**src/rtl/dda_multi.sv**
```systemverilog
// dda_multi: multi-axis DDA step/direction pulse generator.
// A control period is NMAX slots of 2*DIV clocks. At the first clock of every
// slot each axis adds its magnitude to an accumulator; an overflow past NMAX
// marks the slot as firing, and the step pulse occupies the second half of the
// slot so that dir has DIV clocks of setup. This yields exactly mag evenly
// spread pulses per period. A one-entry shadow register queues the next
// command so back-to-back periods run without a gap.
//
// state  | meaning
// S_IDLE | no period running; wr starts a period on the next clock
// S_RUN  | period in progress; phase and slot down-counters advancing
module dda_multi #(
    parameter int AXES = 3,
    parameter int NW   = 8,
    parameter int NMAX = 50,
    parameter int DIV  = 200
) (
    input  logic                 clk,
    input  logic                 rst,
    input  logic                 wr,
    input  logic [AXES*NW-1:0]   n,
    output logic [AXES-1:0]      pulse,
    output logic [AXES-1:0]      dir,
    output logic                 busy,
    output logic                 done,
    output logic                 ovr,
    output logic [AXES-1:0]      sat
);
    localparam int MW = NW - 1;
    // accumulator must hold acc + mag up to 2*NMAX-1
    localparam int AW = $clog2(2 * NMAX);
    localparam int PW = $clog2(2 * DIV);
    localparam int SW = (NMAX > 1) ? $clog2(NMAX) : 1;

    localparam logic [PW-1:0] PH_TOP   = PW'(2 * DIV - 1);
    localparam logic [PW-1:0] PH_HALF  = PW'(DIV);
    localparam logic [SW-1:0] SLOT_TOP = SW'(NMAX - 1);
    localparam logic [AW-1:0] ACC_INIT = AW'(NMAX - 1);
    localparam logic [AW-1:0] FULL     = AW'(NMAX);

    typedef enum logic {
        S_IDLE = 1'b0,
        S_RUN  = 1'b1
    } state_t;

    state_t          state_q, state_d;
    logic [PW-1:0]   ph_q, ph_d;
    logic [SW-1:0]   slot_q, slot_d;
    logic [AW-1:0]   acc_q [AXES];
    logic [AW-1:0]   acc_d [AXES];
    logic [AW-1:0]   mag_q [AXES];
    logic [AW-1:0]   mag_d [AXES];
    logic [AW-1:0]   acc_sum [AXES];
    logic [AXES-1:0] dir_q, dir_d;
    logic [AXES-1:0] fire_q, fire_d;
    logic [AXES-1:0] pulse_q, pulse_d;
    logic [AXES-1:0] sat_q, sat_d;
    logic            sh_vld_q, sh_vld_d;
    logic [AW-1:0]   sh_mag_q [AXES];
    logic [AW-1:0]   sh_mag_d [AXES];
    logic [AXES-1:0] sh_dir_q, sh_dir_d;
    logic            done_q, done_d;
    logic            ovr_q, ovr_d;

    logic [AW-1:0]   cmd_mag [AXES];
    logic [AXES-1:0] cmd_dir;
    logic [AXES-1:0] cmd_sat;
    logic            period_end;
    logic            slot_tick;
    logic            load_cmd;
    logic            load_sh;

    // Split the incoming command word into per-axis direction and clamped magnitude.
    always_comb begin
        cmd_dir = '0;
        cmd_sat = '0;
        for (int i = 0; i < AXES; i++) begin
            cmd_dir[i] = n[i*NW + NW - 1];
            if (32'(n[i*NW +: MW]) > NMAX) begin
                cmd_mag[i] = FULL;
                cmd_sat[i] = 1'b1;
            end else begin
                cmd_mag[i] = AW'(n[i*NW +: MW]);
            end
        end
    end

    // Per-axis accumulator candidate for the current slot.
    always_comb begin
        for (int i = 0; i < AXES; i++) begin
            acc_sum[i] = acc_q[i] + mag_q[i];
        end
    end

    // Next-state: period sequencing, slot accumulation, shadow handling and strobes.
    always_comb begin
        state_d  = state_q;
        ph_d     = ph_q;
        slot_d   = slot_q;
        acc_d    = acc_q;
        mag_d    = mag_q;
        dir_d    = dir_q;
        fire_d   = fire_q;
        sh_vld_d = sh_vld_q;
        sh_mag_d = sh_mag_q;
        sh_dir_d = sh_dir_q;
        sat_d    = sat_q;
        done_d   = 1'b0;
        ovr_d    = 1'b0;
        pulse_d  = '0;
        load_cmd = 1'b0;
        load_sh  = 1'b0;

        period_end = (state_q == S_RUN) && (ph_q == '0) && (slot_q == '0);
        slot_tick  = (state_q == S_RUN) && (ph_q == PH_TOP);

        if (wr) begin
            sat_d = cmd_sat;
        end

        case (state_q)
            S_IDLE: begin
                if (wr) begin
                    load_cmd = 1'b1;
                end
            end
            S_RUN: begin
                if (slot_tick) begin
                    for (int i = 0; i < AXES; i++) begin
                        if (acc_sum[i] >= FULL) begin
                            acc_d[i]  = acc_sum[i] - FULL;
                            fire_d[i] = 1'b1;
                        end else begin
                            acc_d[i]  = acc_sum[i];
                            fire_d[i] = 1'b0;
                        end
                    end
                end

                if (ph_q == '0) begin
                    ph_d   = PH_TOP;
                    slot_d = slot_q - SW'(1);
                end else begin
                    ph_d = ph_q - PW'(1);
                end

                if (period_end) begin
                    // a wr landing on the final clock replaces whatever is queued
                    if (wr) begin
                        load_cmd = 1'b1;
                        ovr_d    = sh_vld_q;
                        sh_vld_d = 1'b0;
                    end else if (sh_vld_q) begin
                        load_sh  = 1'b1;
                        sh_vld_d = 1'b0;
                    end else begin
                        state_d = S_IDLE;
                        done_d  = 1'b1;
                        fire_d  = '0;
                    end
                end else if (wr) begin
                    ovr_d    = sh_vld_q;
                    sh_vld_d = 1'b1;
                    sh_mag_d = cmd_mag;
                    sh_dir_d = cmd_dir;
                end
            end
            default: begin
                state_d = S_IDLE;
            end
        endcase

        if (load_cmd || load_sh) begin
            state_d = S_RUN;
            ph_d    = PH_TOP;
            slot_d  = SLOT_TOP;
            fire_d  = '0;
            dir_d   = load_cmd ? cmd_dir : sh_dir_q;
            for (int i = 0; i < AXES; i++) begin
                acc_d[i] = ACC_INIT;
                mag_d[i] = load_cmd ? cmd_mag[i] : sh_mag_q[i];
            end
        end

        // pulse is registered from next-state so the output never glitches
        if (state_d == S_RUN) begin
            pulse_d = fire_d & {AXES{ph_d < PH_HALF}};
        end
    end

    // State and datapath registers with synchronous reset.
    always_ff @(posedge clk) begin
        if (rst) begin
            state_q  <= S_IDLE;
            ph_q     <= '0;
            slot_q   <= '0;
            dir_q    <= '0;
            fire_q   <= '0;
            pulse_q  <= '0;
            sat_q    <= '0;
            sh_vld_q <= 1'b0;
            sh_dir_q <= '0;
            done_q   <= 1'b0;
            ovr_q    <= 1'b0;
            for (int i = 0; i < AXES; i++) begin
                acc_q[i]    <= ACC_INIT;
                mag_q[i]    <= '0;
                sh_mag_q[i] <= '0;
            end
        end else begin
            state_q  <= state_d;
            ph_q     <= ph_d;
            slot_q   <= slot_d;
            dir_q    <= dir_d;
            fire_q   <= fire_d;
            pulse_q  <= pulse_d;
            sat_q    <= sat_d;
            sh_vld_q <= sh_vld_d;
            sh_dir_q <= sh_dir_d;
            done_q   <= done_d;
            ovr_q    <= ovr_d;
            for (int i = 0; i < AXES; i++) begin
                acc_q[i]    <= acc_d[i];
                mag_q[i]    <= mag_d[i];
                sh_mag_q[i] <= sh_mag_d[i];
            end
        end
    end

    assign pulse = pulse_q;
    assign dir   = dir_q;
    assign busy  = (state_q == S_RUN);
    assign done  = done_q;
    assign ovr   = ovr_q;
    assign sat   = sat_q;

endmodule
```
**config.mk**
```make
export PLATFORM = sky130hd
export DESIGN_NAME = dda_multi
export DESIGN_NICKNAME = d
export VERILOG_FILES = /design/src/rtl/dda_multi.sv
export SDC_FILE = /design/constraint.sdc
export NUM_CORES = 1
export LEC_CHECK = 0
export CORE_ASPECT_RATIO = 0.9
export CORE_MARGIN = 5
export CORE_UTILIZATION = 59
export DETAILED_ROUTE_END_ITERATION = 12
export GPL_TIMING_DRIVEN = 1
export PLACE_DENSITY = 0.9
export SETUP_SLACK_MARGIN = 0.5
export SYNTH_ARGS = -nofsm -noshare
export SYNTH_HDL_FRONTEND = slang
export SYNTH_SLANG_ARGS = --single-unit
```
**constraint.sdc**
```tcl
create_clock -name clk -period 3.95 [get_ports clk]
set_clock_uncertainty 0.15 [all_clocks]
set_input_delay 0.79 -clock clk [delete_from_list [all_inputs] [get_ports clk]]
set_output_delay 0.79 -clock clk [all_outputs]
set_load 0.02 [all_outputs]
```
---- Word level (Yosys, flattened, before mapping) ----
Cells that the tools add are included.
word-level totals
  bits in registers ....................... 97
  bits in latches ......................... 0
  RAM bits ................................ 0
  memory bits (read-only) ................. 0
  input bits .............................. 27
  memories kept ........................... 0
cells by class
  add/sub/neg operators ................... 8
  multiply operators ...................... 0
  div/mod/pow operators ................... 0
  order comparisons ....................... 7
  equality and inequality tests ........... 1
  shift-type cells ........................ 0
  muxes and demuxes ....................... 42
  bitwise gates (word level) .............. 5
  reductions and logical operators ........ 18
operator list
  kind                                                  count
  2-to-1 mux 7 bit                                      9
  2-to-1 mux 9 bit                                      3
  adder 7 bit                                           3
  >= comparator 7 x 6 -> 1 bit (second input constant)  3
  > comparator 7 x 6 -> 1 bit (second input constant)   3
  2-to-1 mux 3 bit                                      7
  subtractor 7 x 6 -> 7 bit (second input constant)     3
  2-to-1 mux 1 bit                                      19
  2-to-1 mux 6 bit                                      3
  == test 9 bit (second input constant)                 1
  zero test 9 bit                                       1
  < comparator 9 x 8 -> 1 bit (second input constant)   1
  subtractor 9 x 1 -> 9 bit (second input constant)     1
  AND reduction 2 bit                                   4
  zero test 6 bit                                       1
  nonzero test 2 bit                                    3
  subtractor 6 x 1 -> 6 bit (second input constant)     1
  inverter 1 bit                                        4
  OR reduction 2 bit                                    2
  OR reduction 4 bit                                    1
  AND 3 bit                                             1
  logical AND 1 bit                                     3
  AND reduction 3 bit                                   1
  OR reduction 3 bit                                    1
  2 further kinds                                       2

---- Depth between registers and ports, before layout ----
  word-level depth ........................ 10
  depth in mapped cells ................... 12
  gate-level depth less buffers ........... 11

---- Worst setup path after synthesis ----
Ideal clock, no wire load.
  path type ............................... register -> register
  start ................................... register acc_q[1] (netlist bit)
  end ..................................... register acc_q[3] (netlist bit)
  arrival time ............................ 2491 ps
  data required time ...................... 3678 ps
  path slack .............................. 1188 ps
  cell stages (with the launch flop) ...... 11
  buffers on the path ..................... 2
  clock period less this slack ............ 2762 ps
  path through ............................ dfxtp_1 > ha_1 > a211oi_1 > or3b_2 > clkbuf_1 > nor3b_1 > or3b_2 > clkbuf_1 > a21o_1 > a221oi_1 > nor2_1
on the way
  cells in the longest elaborated chain, start to end .. 3
  elaborated cells between the ends (all ways) .. 4
ends and longest elaborated chain
  item                                                                       line      RTL
  from (decl)                                                                49        logic [AW-1:0] acc_q [AXES];
  from (signal, indexed assignment)                                          223       acc_q[i] <= acc_d[i];
  adder 7 bit (*)                                                            91        acc_sum[i] = acc_q[i] + mag_q[i];
  subtractor 7 x 6 -> 7 bit or >= comparator 7 x 6 -> 1 bit (tied branches)  131, 130
  2-to-1 mux 7 bit (*)                                                       130       if (acc_sum[i] >= FULL) begin
Mark *: on every way between the ends. The rest lies on a longest branch, timed or not.
A chain may end at the register's enable or synchronous reset.

---- Worst setup path after layout ----
  start ................................... register ph_q[0]
  end ..................................... register pulse_q[0], in the netlist pulse[0]
on the way
  cells in the longest elaborated chain, start to end .. 9
  elaborated cells between the ends (all ways) .. 27
ends and longest elaborated chain
  item                                                               line  RTL
  from (decl)                                                        47    logic [PW-1:0] ph_q, ph_d;
  from (signal assigned)                                             212   ph_q <= ph_d;
  branches (longest 9 deep; another with subtractor 9 x 1 -> 9 bit)  -
  to (signal assigned)                                               216   pulse_q <= pulse_d;
  to (decl)                                                          56    logic [AXES-1:0] pulse_q, pulse_d;
Parallel ways; which one is timed is not known.

==> summary.txt <==
Status: finished, final reports clean
Routed vias/inst: 6.30
Post-synthesis sequential area ratio: 0.374
Achievable Freq: 310 MHz
Minimum clock period: 3.22 ns
Hold WS: 0.318 ns
CORE AREA: 8570 µm²
Starting Density: 0.607
First-iteration detailed-routing DRC count: 339
Crit-path max FO: 27
Number of max-cap violations: 0
Gpl congestion: 0.876
LEAKAGE: 2.13 nW
Syn avg cell area: 8.61 µm²
Die outline area: 10800 µm²
Commonest cells after routing, fill and taps aside: dfxtp_1, nor2_1, nor3_1
Num CTS Buffers: 9
Clk slew on worst S/H paths: 0.10 ns
Max VDD drop: 0.259 mV
Root buf cell: clkbuf_8
Congestion Overflow GR: 0
R2R Path Start: ph_q[0]
Tightest Hold Check Type: reg2reg
Final setup margin: 0.727 ns
Placed wire-length estimate: 8810 µm
Main synth FF type: dfxtp_1
Share of post-route cells with drive strength above 1: 0.0540
Total Routed Length: 12900 µm
Leading area contributor after synthesis: dfxtp_1
Ant. Diodes: 0
Worst setup path startpoint: ph_q[0]
First-pass GRT wire length: 21600 µm
Routed WL per cell: 17.2 µm
Longest Clk Path Bufs: 2
FILL cells: 633
Routed via count: 4715
Die Span X: 109 µm
Post-Syn Nets: 659
Dpl ws: 0.817 ns
CP endpoint kind: flip-flop
Gr usage total: 0.245
Sink Count: 97
# rows: 32
Kind of critical path: reg2reg
Arr. time, crit path: 3.38 ns
CTS tree: done
Vias in the first global route: 4564
Number of synthesized flops with an enable pin: 0
Number of gates resized after cts: 0
Layout area overhead: 12.0%
Die Y: 99.0 µm
RSZ-0062 raised after global routing: false
PwrDens: 370 nW/µm²
Placed insts: 735
Port-buffer cells: 38
Worst rel slew slack: 0.438
Layout Nets: 682
Antenna-violating nets left: 0
Yosys top cell area share: 0.374
Commonest non-fill, non-tap cell in the layout: dfxtp_1
WP data required: 4.11 ns
Synth Instances: 604
I/O pin cnt: 39
Endpoints failing setup: 0
Final std cells w/o fill: 749
DR pass1 iterations: 7
Initial antenna violation count: 0
Largest net degree at the start of global routing: 69
FFs w/ async S/R, synth: 0
Final hold violation count: 0
Hold buffers post-CTS: 0
Syn Std Cell Area: 5200 µm²
Final worst path period share: 0.816
Post-synth cell types: 52
Post-CTS Repair Setup Buffers: 0
DRC Markers: 0
Fin util: 0.680
Main area contributors after synthesis: dfxtp_1, ha_1, mux2i_1
# H-tree levels: 3
CP startpoint kind: flip-flop
Worst Tran Pin Value: 0.839 ns
#FFs+latches synth: 97
HP Start: sh_mag_q[20]
Max Slew Vio Count: 0
Setup_tns: 0 ns
Clock Latency Late Sink: 0.36 ns
Yosys warnings: 0
[state kept, by name, summed over array words and instances (netlist names), 3 cells and up]
register and flops:
dir 3, mag_q 21, ph_q 9, slot_q 6, acc_q 21, sat 3
sh_mag_q 21, sh_dir_q 3, fire_q 3, pulse 3
[worst max-delay path: stages (launching register included)]
cell and delay [ns]:
dfxtp_1 0.36, inv_1 0.11, ha_1 0.16, or4b_2 0.67
nor3_4 0.36, and3_1 0.25, buf_4 0.41, nor2_1 0.13
a211oi_1 0.27, o31ai_1 0.17, nor2_1 0.13
[power by group]
group,internal (mW),switching [mW],total (mW)
logic,0.179,0.269,0.448
registers,1.02,0.0388,1.06
clock network,0.293,0.353,0.646
total,1.49,0.660,2.15
[cells in the mapped netlist (2+ instances only)]
cell,n
or3b_2,2
nand2_1,39
or4_1,3
o211ai_1,6
nor3b_1,8
o21a_1,3
ha_1,25
a211o_1,6
a41oi_1,2
o31ai_1,5
nor4_1,7
nor2_1,57
and2_1,6
nand2b_1,2
or4b_2,3
nor3_1,44
inv_1,14
a221oi_1,4
or3_1,5
o211a_1,2
xnor2_1,24
buf_4,5
a21oi_1,43
a21o_1,2
and3_1,5
fa_1,3
a211oi_1,35
a311oi_1,2
o21ai_0,21
clkbuf_1,28
dfxtp_1,97
a31oi_1,10
o21bai_1,8
mux2i_1,31
a22oi_1,4
nand3_1,20
xor2_1,8
[layer usage]
layer	GRT usage	part of all wire	vias to the layer above
li1	-	-	2267
met1	0.327	0.42	2205
met2	0.396	0.48	217
met3	0.0504	0.083	26
met4	0.0738	0.018	0
met5	0	0	-
[stage by stage]
step | cell area [µm²] | power (mW)
finish | 5820 | 2.15
global route | 5820 | 2.25
CTS | 5820 | 2.15
detailed placement | 5640 | 1.51
global placement | 5640 | 1.49
floorplan | 5200 | 1.39
[cell families after synthesis]
logic type | Yosys count | synth area share
XOR/XNOR | 32 | 0.0539
AO/OA/AOI/OAI | 160 | 0.204
buffers and inverters | 49 | 0.0390
adder cells (fa/ha/maj) | 28 | 0.0717
flip-flops | 97 | 0.374
multiplexers | 32 | 0.0619
AND/OR/NAND/NOR | 206 | 0.195
[worst paths after layout]
kind | to | slack, ns | cells after the start
max | pulse[0] | 0.73 | 10
min | sh_mag_q[20] | 0.32 | 1
max reg2reg | pulse[0] | 0.73 | 10
min reg2reg | sh_mag_q[20] | 0.32 | 1
[final cells by class]
| type | instances | area, µm² | area share |
|---|---|---|---|
| Clock buffer | 9 | 124 | 0.0213 |
| Clock inverter | 5 | 63.8 | 0.0110 |
| Multi-Input combinational cell | 458 | 3050 | 0.524 |
| Tap cell | 119 | 149 | 0.0256 |
| Sequential cell | 97 | 1940 | 0.333 |
| Timing Repair Buffer | 46 | 435 | 0.0748 |
| Inverter | 15 | 56.3 | 0.00967 |
Note: power is estimated with default switching activity, not from simulation.
